[src/rtl/pipe_pkg.sv]
// pipe_pkg: shared EX->MEM payload type and constants
package pipe_pkg;
   localparam int PIPE_DATA_W  = 32;
   localparam int PIPE_REG_AW  = 5;
   localparam int PIPE_MEMOP_W = 5;
   localparam logic [PIPE_MEMOP_W-1:0] MEMOP_NONE = '0;
   typedef struct packed {
      logic [PIPE_REG_AW-1:0]  wa;
      logic                    we;
      logic [PIPE_DATA_W-1:0]  wn;
      logic [PIPE_MEMOP_W-1:0] mem_e;
      logic [PIPE_DATA_W-1:0]  mem_n;
      logic [PIPE_DATA_W-1:0]  pc;
   } ex_mm_payload_t;
endpackage

[src/rtl/pipe_slot.sv]
// pipe_slot: one payload register with its valid bit; load wins over clear
module pipe_slot #(
   parameter int W = 1
) (
   input  logic         clk,
   input  logic         rst,
   input  logic         load,
   input  logic         clear,
   input  logic [W-1:0] d,
   output logic         valid,
   output logic [W-1:0] q
);
   // hold, load or drop the entry; active-low reset zeroes everything
   always_ff @(posedge clk) begin
      if (!rst) begin
         valid <= 1'b0;
         q     <= '0;
      end else begin
         valid <= load | (valid & !clear);
         if (load) q <= d;
      end
   end
endmodule

[src/rtl/ex_mm_skid.sv]
// ex_mm_skid: EX->MEM ready/valid stage with 2-entry skid; EX_MM_FWD_EN adds the bypass tap
module ex_mm_skid
   import pipe_pkg::*;
#(
   parameter int DATA_W  = PIPE_DATA_W,
   parameter int REG_AW  = PIPE_REG_AW,
   parameter int MEMOP_W = PIPE_MEMOP_W
) (
   input  logic               clk,
   input  logic               rst,
   input  logic               flush,
   input  logic               in_valid,
   output logic               in_ready,
   input  logic [REG_AW-1:0]  in_wa,
   input  logic               in_we,
   input  logic [DATA_W-1:0]  in_wn,
   input  logic [MEMOP_W-1:0] in_mem_e,
   input  logic [DATA_W-1:0]  in_mem_n,
   input  logic [DATA_W-1:0]  in_pc,
   output logic               out_valid,
   input  logic               out_ready,
   output logic [REG_AW-1:0]  out_wa,
   output logic               out_we,
   output logic [DATA_W-1:0]  out_wn,
   output logic [MEMOP_W-1:0] out_mem_e,
   output logic [DATA_W-1:0]  out_mem_n,
   output logic [DATA_W-1:0]  out_pc
`ifdef EX_MM_FWD_EN
   ,
   output logic               fwd_valid,
   output logic [REG_AW-1:0]  fwd_wa,
   output logic [DATA_W-1:0]  fwd_wn
`endif
);
   localparam int W = REG_AW + 1 + 3 * DATA_W + MEMOP_W;
   logic [W-1:0] in_p, head_d, head_q, skid_q;
   logic head_valid, skid_valid, acc, cons, head_load, skid_load, clr, head_we;
   assign in_p = {in_wa, in_we, in_wn, in_mem_e, in_mem_n, in_pc};
   // steering: in_ready comes only from the skid flop; flush overrides every load
   always_comb begin
      in_ready  = !skid_valid;
      acc       = in_valid & !skid_valid & !flush;
      cons      = head_valid & out_ready;
      head_load = !flush & (skid_valid ? cons : acc & (!head_valid | cons));
      head_d    = skid_valid ? skid_q : in_p;
      skid_load = acc & head_valid & !cons;
      clr       = flush | cons;
   end
   pipe_slot #(.W(W)) u_head (
      .clk(clk), .rst(rst), .load(head_load), .clear(clr),
      .d(head_d), .valid(head_valid), .q(head_q)
   );
   pipe_slot #(.W(W)) u_skid (
      .clk(clk), .rst(rst), .load(skid_load), .clear(clr),
      .d(in_p), .valid(skid_valid), .q(skid_q)
   );
   assign {out_wa, head_we, out_wn, out_mem_e, out_mem_n, out_pc} = head_q;
   assign out_valid = head_valid;
   assign out_we    = head_valid & head_we;
`ifdef EX_MM_FWD_EN
   logic [REG_AW-1:0] skid_wa;
   logic [DATA_W-1:0] skid_wn;
   logic skid_we, skid_hit;
   assign skid_wa = skid_q[W-1 -: REG_AW];
   assign skid_we = skid_q[W-1-REG_AW];
   assign skid_wn = skid_q[W-2-REG_AW -: DATA_W];
   // newer skid write shadows the head on the bypass tap
   always_comb begin
      skid_hit  = skid_valid & skid_we & (|skid_wa);
      fwd_valid = skid_hit | (head_valid & head_we & (|out_wa));
      fwd_wa    = skid_hit ? skid_wa : out_wa;
      fwd_wn    = skid_hit ? skid_wn : out_wn;
   end
`endif
endmodule

[config.mk]
export PLATFORM = sky130hd
export DESIGN_NAME = ex_mm_skid
export DESIGN_NICKNAME = d
export VERILOG_FILES = /design/src/rtl/pipe_pkg.sv /design/src/rtl/pipe_slot.sv /design/src/rtl/ex_mm_skid.sv
export SDC_FILE = /design/constraint.sdc
export NUM_CORES = 1
export LEC_CHECK = 0
export ABC_AREA = 1
export CAP_MARGIN = 40
export CELL_PAD_IN_SITES_DETAIL_PLACEMENT = 1
export CELL_PAD_IN_SITES_GLOBAL_PLACEMENT = 1
export CORE_UTILIZATION = 31
export CTS_CLUSTER_SIZE = 16
export DETAILED_ROUTE_END_ITERATION = 10
export GPL_TIMING_DRIVEN = 0
export HOLD_SLACK_MARGIN = 0.02
export PLACE_DENSITY = 0.73
export SLEW_MARGIN = 20
export SYNTH_ARGS = -nofsm -noshare
export SYNTH_HDL_FRONTEND = slang
export SYNTH_HIERARCHICAL = 1
export SYNTH_SLANG_ARGS = --single-unit
[constraint.sdc]
create_clock -name clk -period 1.6 [get_ports clk]
set_input_delay 0.16 -clock clk [delete_from_list [all_inputs] [get_ports clk]]
set_output_delay 0.16 -clock clk [all_outputs]
set_load 0.01 [all_outputs]
==> results.py, run 1 <==
metrics = {
    "run_status": {
        "status": "complete, but fails checks",
        "violations": "negative setup slack",
    },
    "sta": {
        "fin_crit_sh": 1.05,
        "setup_viol": 91,
        "relSlewSlack": 0.524,
        "timing.final.ws_setup_ns": -0.0743,
        "rsz0062_at_grt": "true",
        "finalSetupTns_ns": -2.17,
        "slew_violations": 0,
        "min_period_ns": 1.67,
        "tightestPinTransition_ns": 0.714,
        "fmax_ghz": 0.597,
        "final-hold-violation-count": 0,
        "clock_skew_ns": 0.00917,
    },
    "global_routing": {
        "met3_usage": 0.0509,
        "use_met2": 0.377,
        "gr-total-overflow": 0,
        "grt_max_degree": 13,
        "grt.total_usage": 0.211,
        "met1_usage": 0.252,
        "busiest_layer": "met2",
        "grt_pass1_wl_um": 48900,
        "grt_pass1_vias": 9488,
        "antenna_found_initial": 1,
    },
    "placement": {
        "portBuffers": 219,
        "dp_hpwl_um": 20900,
        "routabilityCongestion": 0.741,
    },
    "synthesis": {
        "yosysTopAreaCellShare": 0.489,
        "ys_top_cells_by_area": "dfxtp_1 (49%), nor2_1 (18%), nand2_1 (14%), o21ai_0 (12%), buf_2 (2.1%)",
        "synth_area_um2": 8840,
        "synth_mux_area_frac": 0,
        "synthSimpleGateAreaFrac": 0.322,
        "syn_avg_cell_area_um2": 6.83,
        "ys.warnings.count": 6,
        "synth_compound_gate_area_share": 0.124,
        "synth_fp_nets": 1407,
        "synth-xor-area-share": 0,
        "postSynthCellCount": 1295,
        "ys_seq_elements": 216,
        "synth_top_family_by_area": "simple AND/OR/NAND/NOR gates",
        "synth_adder_area_share": 0,
        "synth_cell_type_count": 18,
        "ys_seq_area_frac": 0.489,
        "yosys.area.top_type": "dfxtp_1",
    },
    "min_path": {
        "worstHoldPathType": "in2reg",
        "hold_path_end": "u_head/q[60]",
        "min-delay-start": "rst",
        "hold_path_depth": 4,
    },
    "worst_setup_path": {
        "ff2ff_setup_slack_ns": -0.07,
        "r2r-start": "u_skid/valid",
        "cp_slowest_cell": "dfxtp_4",
        "arrival_ns": 2.09,
        "r2r_cells": 11,
        "crit_type": "reg2reg",
        "r2r-end": "u_head/q[101]",
        "path_cells": "inv_12, buf_12, nand3_4, a21oi_2, buf_6, buf_12, inv_12, buf_12, clkbuf_16, nor2_2, nor2_1",
        "crit_path_frequent_cell": "buf_12",
        "setup.worst_path.start_class": "flip-flop",
        "crit_required_ns": 2.02,
        "critPathMaxStageDelay_ns": 0.39,
        "cp-end-kind": "flip-flop",
        "cp_max_fo": 6,
    },
    "die": {
        "die_y_um": 171,
        "fp.dieW_um": 171,
        "core_um2": 27900,
        "fp-row-count": 61,
        "dieArea_um2": 29200,
        "initial_core_util": 0.316,
        "ios": 221,
    },
    "power": {
        "ir_drop_mv": 0.599,
        "powerDensity_nw_per_um2": 922,
        "cellLeakagePower_uw": 0.00646,
    },
    "finish": {
        "final_common_cell": "nand2_1",
        "nets": 1703,
        "mostFrequentLayoutCells": "nand2_1 (329), nor2_1 (290), dfxtp_1 (214)",
        "diodes": 0,
        "final_util": 0.522,
        "syn_to_final_growth_pct": 64.8,
        "drive_gt1_frac": 0.232,
    },
    "detailed_routing": {
        "antenna_left": 0,
        "wl_per_cell_um": 16.9,
        "drc": 0,
        "drt-total-wl_um": 33600,
        "vias": 9325,
        "drt_pre_antenna_iters": 4,
        "drt_iter0_markers": 305,
        "viasPerCell": 4.69,
    },
    "clocking": {
        "cts_tree": "done",
        "clock_sinks": 216,
        "root_buffer": "clkbuf_16",
        "cts.clk_slew.worst_paths_ns": 0.06,
        "ctsLongestPathBuffers": 3,
        "cts_max_level": 1,
        "clock_latency_ns": 0.53,
        "numCtsBuffers": 26,
    },
    "job": {
        "maxCapViolCount": 0,
    },
}
state kept, by name, indices dropped and copies added, names as in the netlist:
name,flops
u_head/q,107
u_skid/q,107
u_head/valid,1
u_skid/valid,1
kinds of logic (layout without fill, tap and decap cells):
family | count (synthesis) | count (layout)
AO/OA/AOI/OAI | 217 | 217
buffers and inverters | 103 | 417
AND/OR/NAND/NOR | 759 | 759
flip-flops | 216 | 216
cells in the mapped netlist:
cell and instances:
a21oi_1 1, a21oi_2 2, buf_1 2, buf_4 6
buf_2 37, inv_4 1, clkbuf_1 30, o21ai_0 208
buf_8 2, nand2_1 329, buf_6 10, inv_6 2
clkbuf_2 6, dfxtp_1 216, nor2_1 429, inv_1 7
o21ai_1 6, nand3_1 1
metrics by stage:
step                      worst slack [ns]  instance area, µm²  cells  total power, µW  hold WS, ns
after CTS                           -0.120               13000   1961            13300        0.206
after global placement              -0.467               11500   1892             7020        0.467
after floorplan                    0.00121                8860   1295             6240        0.295
after detailed placement            -0.521               11500   1892             7030        0.480
after global routing                -0.174               14600   1987            13900        0.246
final                              -0.0743               14600   1987            13400        0.208
what timing repair did:
action                     in CTS  in global routing
pin swaps                       3                105
hold buffers                    0                  0
setup buffers                  23                  8
setup endpoints to repair     252                253
resized for setup             186                419
gates cloned                    2                 21
worst max path at each step:
stage            startpoint             to  slack [ns]  cells after the start
5_1_grt        u_skid/valid  u_head/q[101]       -0.17                     11
6_report       u_skid/valid  u_head/q[101]       -0.07                     11
4_1_cts        u_skid/valid   u_head/q[95]       -0.12                     12
3_3_place_gp   u_skid/valid   u_head/q[84]       -0.47                     12
3_5_place_dp   u_skid/valid  u_head/q[102]       -0.52                     12
2_1_floorplan  u_skid/valid  u_head/q[100]       0.001                     12
worst max-delay path, delay by kind of cell (launching register included):
kind | cells | cell delay [ns]
flops | 1 | 0.39
buf+inv | 7 | 0.81
compound gates | 1 | 0.15
simple gates | 3 | 0.20
layer usage:
layer / part of all wire / wire [µm]
met1: 0.42 / 14200
met2: 0.50 / 16700
met3: 0.053 / 1780
met4: 0.024 / 815
met5: 0.00039 / 13
power by group:
part	leakage, µW	internal (µW)	total, µW	switching, µW
clock network	0.000455	3850	6210	2360
registers	0.00176	5550	5650	94.6
logic	0.00425	795	1580	788
cell type report:
cell class              count  area (µm²)
well taps                 378         473
repair buffers            270        2990
plain buffers              89         901
multi-input cells         976        4860
repair inverters            2        31.3
flip-flops and latches    216        4330
fillers                  3372       13400
inverters                  10        75.1
clock buffers              36         779
clock inverters            10         125
(Power assumes the default switching activity.)
==> inputs of run 2 (changes only) <==
--- a/config.mk
+++ b/config.mk
@@ -13,8 +13,8 @@
 export CTS_CLUSTER_SIZE = 16
 export DETAILED_ROUTE_END_ITERATION = 10
 export GPL_TIMING_DRIVEN = 0
-export HOLD_SLACK_MARGIN = 0.02
 export PLACE_DENSITY = 0.73
+export SKIP_CTS_REPAIR_TIMING = 1
 export SLEW_MARGIN = 20
 export SYNTH_ARGS = -nofsm -noshare
 export SYNTH_HDL_FRONTEND = slang
==> results.py, run 2 (synthesized netlist as in run 1, its figures left out) <==
metrics = {
    "detailed_routing": {
        "wl_per_cell_um": 17.8,
        "drt_pre_antenna_iters": 4,
        "drt_iter0_markers": 304,
        "viasPerCell": 4.77,
        "vias": 9548,
        "antenna_left": 0,
        "drc": 0,
        "drt-total-wl_um": 35500,
    },
    "sta": {
        "tightestPinTransition_ns": 0.750,
        "fin_crit_sh": 1.13,
        "min_period_ns": 1.81,
        "timing.final.ws_setup_ns": -0.208,
        "setup_viol": 215,
        "rsz0062_at_grt": "true",
        "final-hold-violation-count": 0,
        "finalSetupTns_ns": -25.94,
        "clock_skew_ns": 0.00794,
        "fmax_ghz": 0.553,
        "slew_violations": 0,
        "relSlewSlack": 0.500,
    },
    "finish": {
        "multi_input_area_um2": 5060,
        "fillerInstances": 3310,
        "final-seq-area_um2": 4330,
        "top_regs": "u_head/q (107), u_skid/q (107)",
        "syn_to_final_growth_pct": 72.7,
        "final_util": 0.546,
        "final_common_cell": "nand2_1",
        "mostFrequentLayoutCells": "nand2_1 (328), nor2_1 (222), dfxtp_1 (214)",
        "nets": 1715,
        "drive_gt1_frac": 0.255,
    },
    "clocking": {
        "cts.clk_slew.worst_paths_ns": 0.06,
        "root_buffer": "clkbuf_16",
        "cts_tree": "done",
        "clock_sinks": 216,
        "clock_latency_ns": 0.53,
        "ctsLongestPathBuffers": 3,
        "numCtsBuffers": 26,
        "cts_max_level": 1,
    },
    "global_routing": {
        "gr-total-overflow": 0,
        "antenna_found_initial": 1,
        "grt_pass1_wl_um": 47900,
        "grt_pass1_vias": 9305,
        "grt.total_usage": 0.206,
        "grt_max_degree": 13,
    },
    "die": {
        "ios": 221,
        "core_um2": 27900,
        "fp-row-count": 61,
        "fp.dieW_um": 171,
        "die_y_um": 171,
        "initial_core_util": 0.316,
        "dieArea_um2": 29200,
    },
    "worst_setup_path": {
        "r2r-end": "u_head/q[87]",
        "cp_slowest_cell": "dfxtp_4",
        "cp_max_fo": 10,
        "arrival_ns": 2.22,
        "crit_family": "buffers and inverters",
        "crit_required_ns": 2.01,
        "critPathMaxStageDelay_ns": 0.36,
        "crit_path_frequent_cell": "buf_12",
        "r2r-start": "u_skid/valid",
        "setup.worst_path.start_class": "flip-flop",
        "path_cells": "buf_12, buf_8, nand2_2, a21oi_4, buf_12, buf_12, inv_16, buf_12, clkbuf_16, nor2_4, nor2_1",
        "r2r_cells": 11,
        "cp-end-kind": "flip-flop",
        "ff2ff_setup_slack_ns": -0.21,
        "crit_buf_inv": 7,
        "crit_type": "reg2reg",
    },
    "min_path": {
        "hold_path_end": "u_head/q[60]",
        "hold_path_depth": 4,
        "worstHoldPathType": "in2reg",
        "min-delay-start": "rst",
    },
    "run_status": {
        "violations": "negative setup slack",
        "status": "complete, but fails checks",
    },
    "power": {
        "power_uw": 13500,
        "ir_drop_mv": 0.604,
        "powerDensity_nw_per_um2": 886,
        "cellLeakagePower_uw": 0.00763,
    },
    "job": {
        "maxCapViolCount": 0,
    },
    "placement": {
        "portBuffers": 219,
        "dp_hpwl_um": 20900,
        "routabilityCongestion": 0.741,
    },
}
## run 2: per-stage QoR
| stage | instance area (µm²) | worst slack (ns) | cells | hold WS (ns) |
|---|---|---|---|---|
| 5_1_grt | 15300 | -0.276 | 1999 | 0.242 |
| 3_3_place_gp | 11500 | -0.467 | 1892 | 0.467 |
| 6_report | 15300 | -0.208 | 2000 | 0.223 |
| 2_1_floorplan | 8860 | 0.00121 | 1295 | 0.295 |
| 4_1_cts | 12400 | -0.607 | 1938 | 0.206 |
| 3_5_place_dp | 11500 | -0.521 | 1892 | 0.480 |
## run 2: layer usage
layer,wire [µm],track usage
met2,18000,0.362
met3,1870,0.0516
met1,14600,0.251
met4,1040,0.0524
met5,13,0
## run 2: where the power goes
group,internal [µW],switching (µW)
sequential,5550,89.2
combinational,819,835
clock,3860,2380
total,10200,3300
## run 2: area by class of cell
type / count / share of cell area
Clock buffer: 36 / 0.0511
Timing Repair inverter: 4 / 0.00475
Clock inverter: 10 / 0.00820
Inverter: 10 / 0.00697
Tap cell: 378 / 0.0310
Sequential cell: 216 / 0.284
Buffer: 93 / 0.0637
Timing Repair Buffer: 276 / 0.219
Multi-Input combinational cell: 976 / 0.331
Antenna cell: 1 / 0.000164
## run 2: worst max-delay path by stage
stage                     to    startpoint  depth (start not counted)
5_1_grt         u_head/q[36]  u_skid/valid                         11
6_report        u_head/q[87]  u_skid/valid                         11
3_3_place_gp    u_head/q[84]  u_skid/valid                         12
2_1_floorplan  u_head/q[100]  u_skid/valid                         12
3_5_place_dp   u_head/q[102]  u_skid/valid                         12
4_1_cts             in_ready  u_skid/valid                          4
## run 2: worst reg2reg max path, delay by kind of cell, from the launching register on
kind            cells  cell delay, ns
flops               1            0.36
compound gates      1            0.19
simple gates        3            0.21
buf+inv             7            0.93
==> inputs of run 3 (changes only) <==
--- a/config.mk
+++ b/config.mk
@@ -15,7 +15,6 @@
 export GPL_TIMING_DRIVEN = 0
 export PLACE_DENSITY = 0.73
 export SKIP_CTS_REPAIR_TIMING = 1
-export SLEW_MARGIN = 20
 export SYNTH_ARGS = -nofsm -noshare
 export SYNTH_HDL_FRONTEND = slang
 export SYNTH_HIERARCHICAL = 1
==> results of run 3 <==
The final DEF is identical to that of run 2; final timing and power are the same.
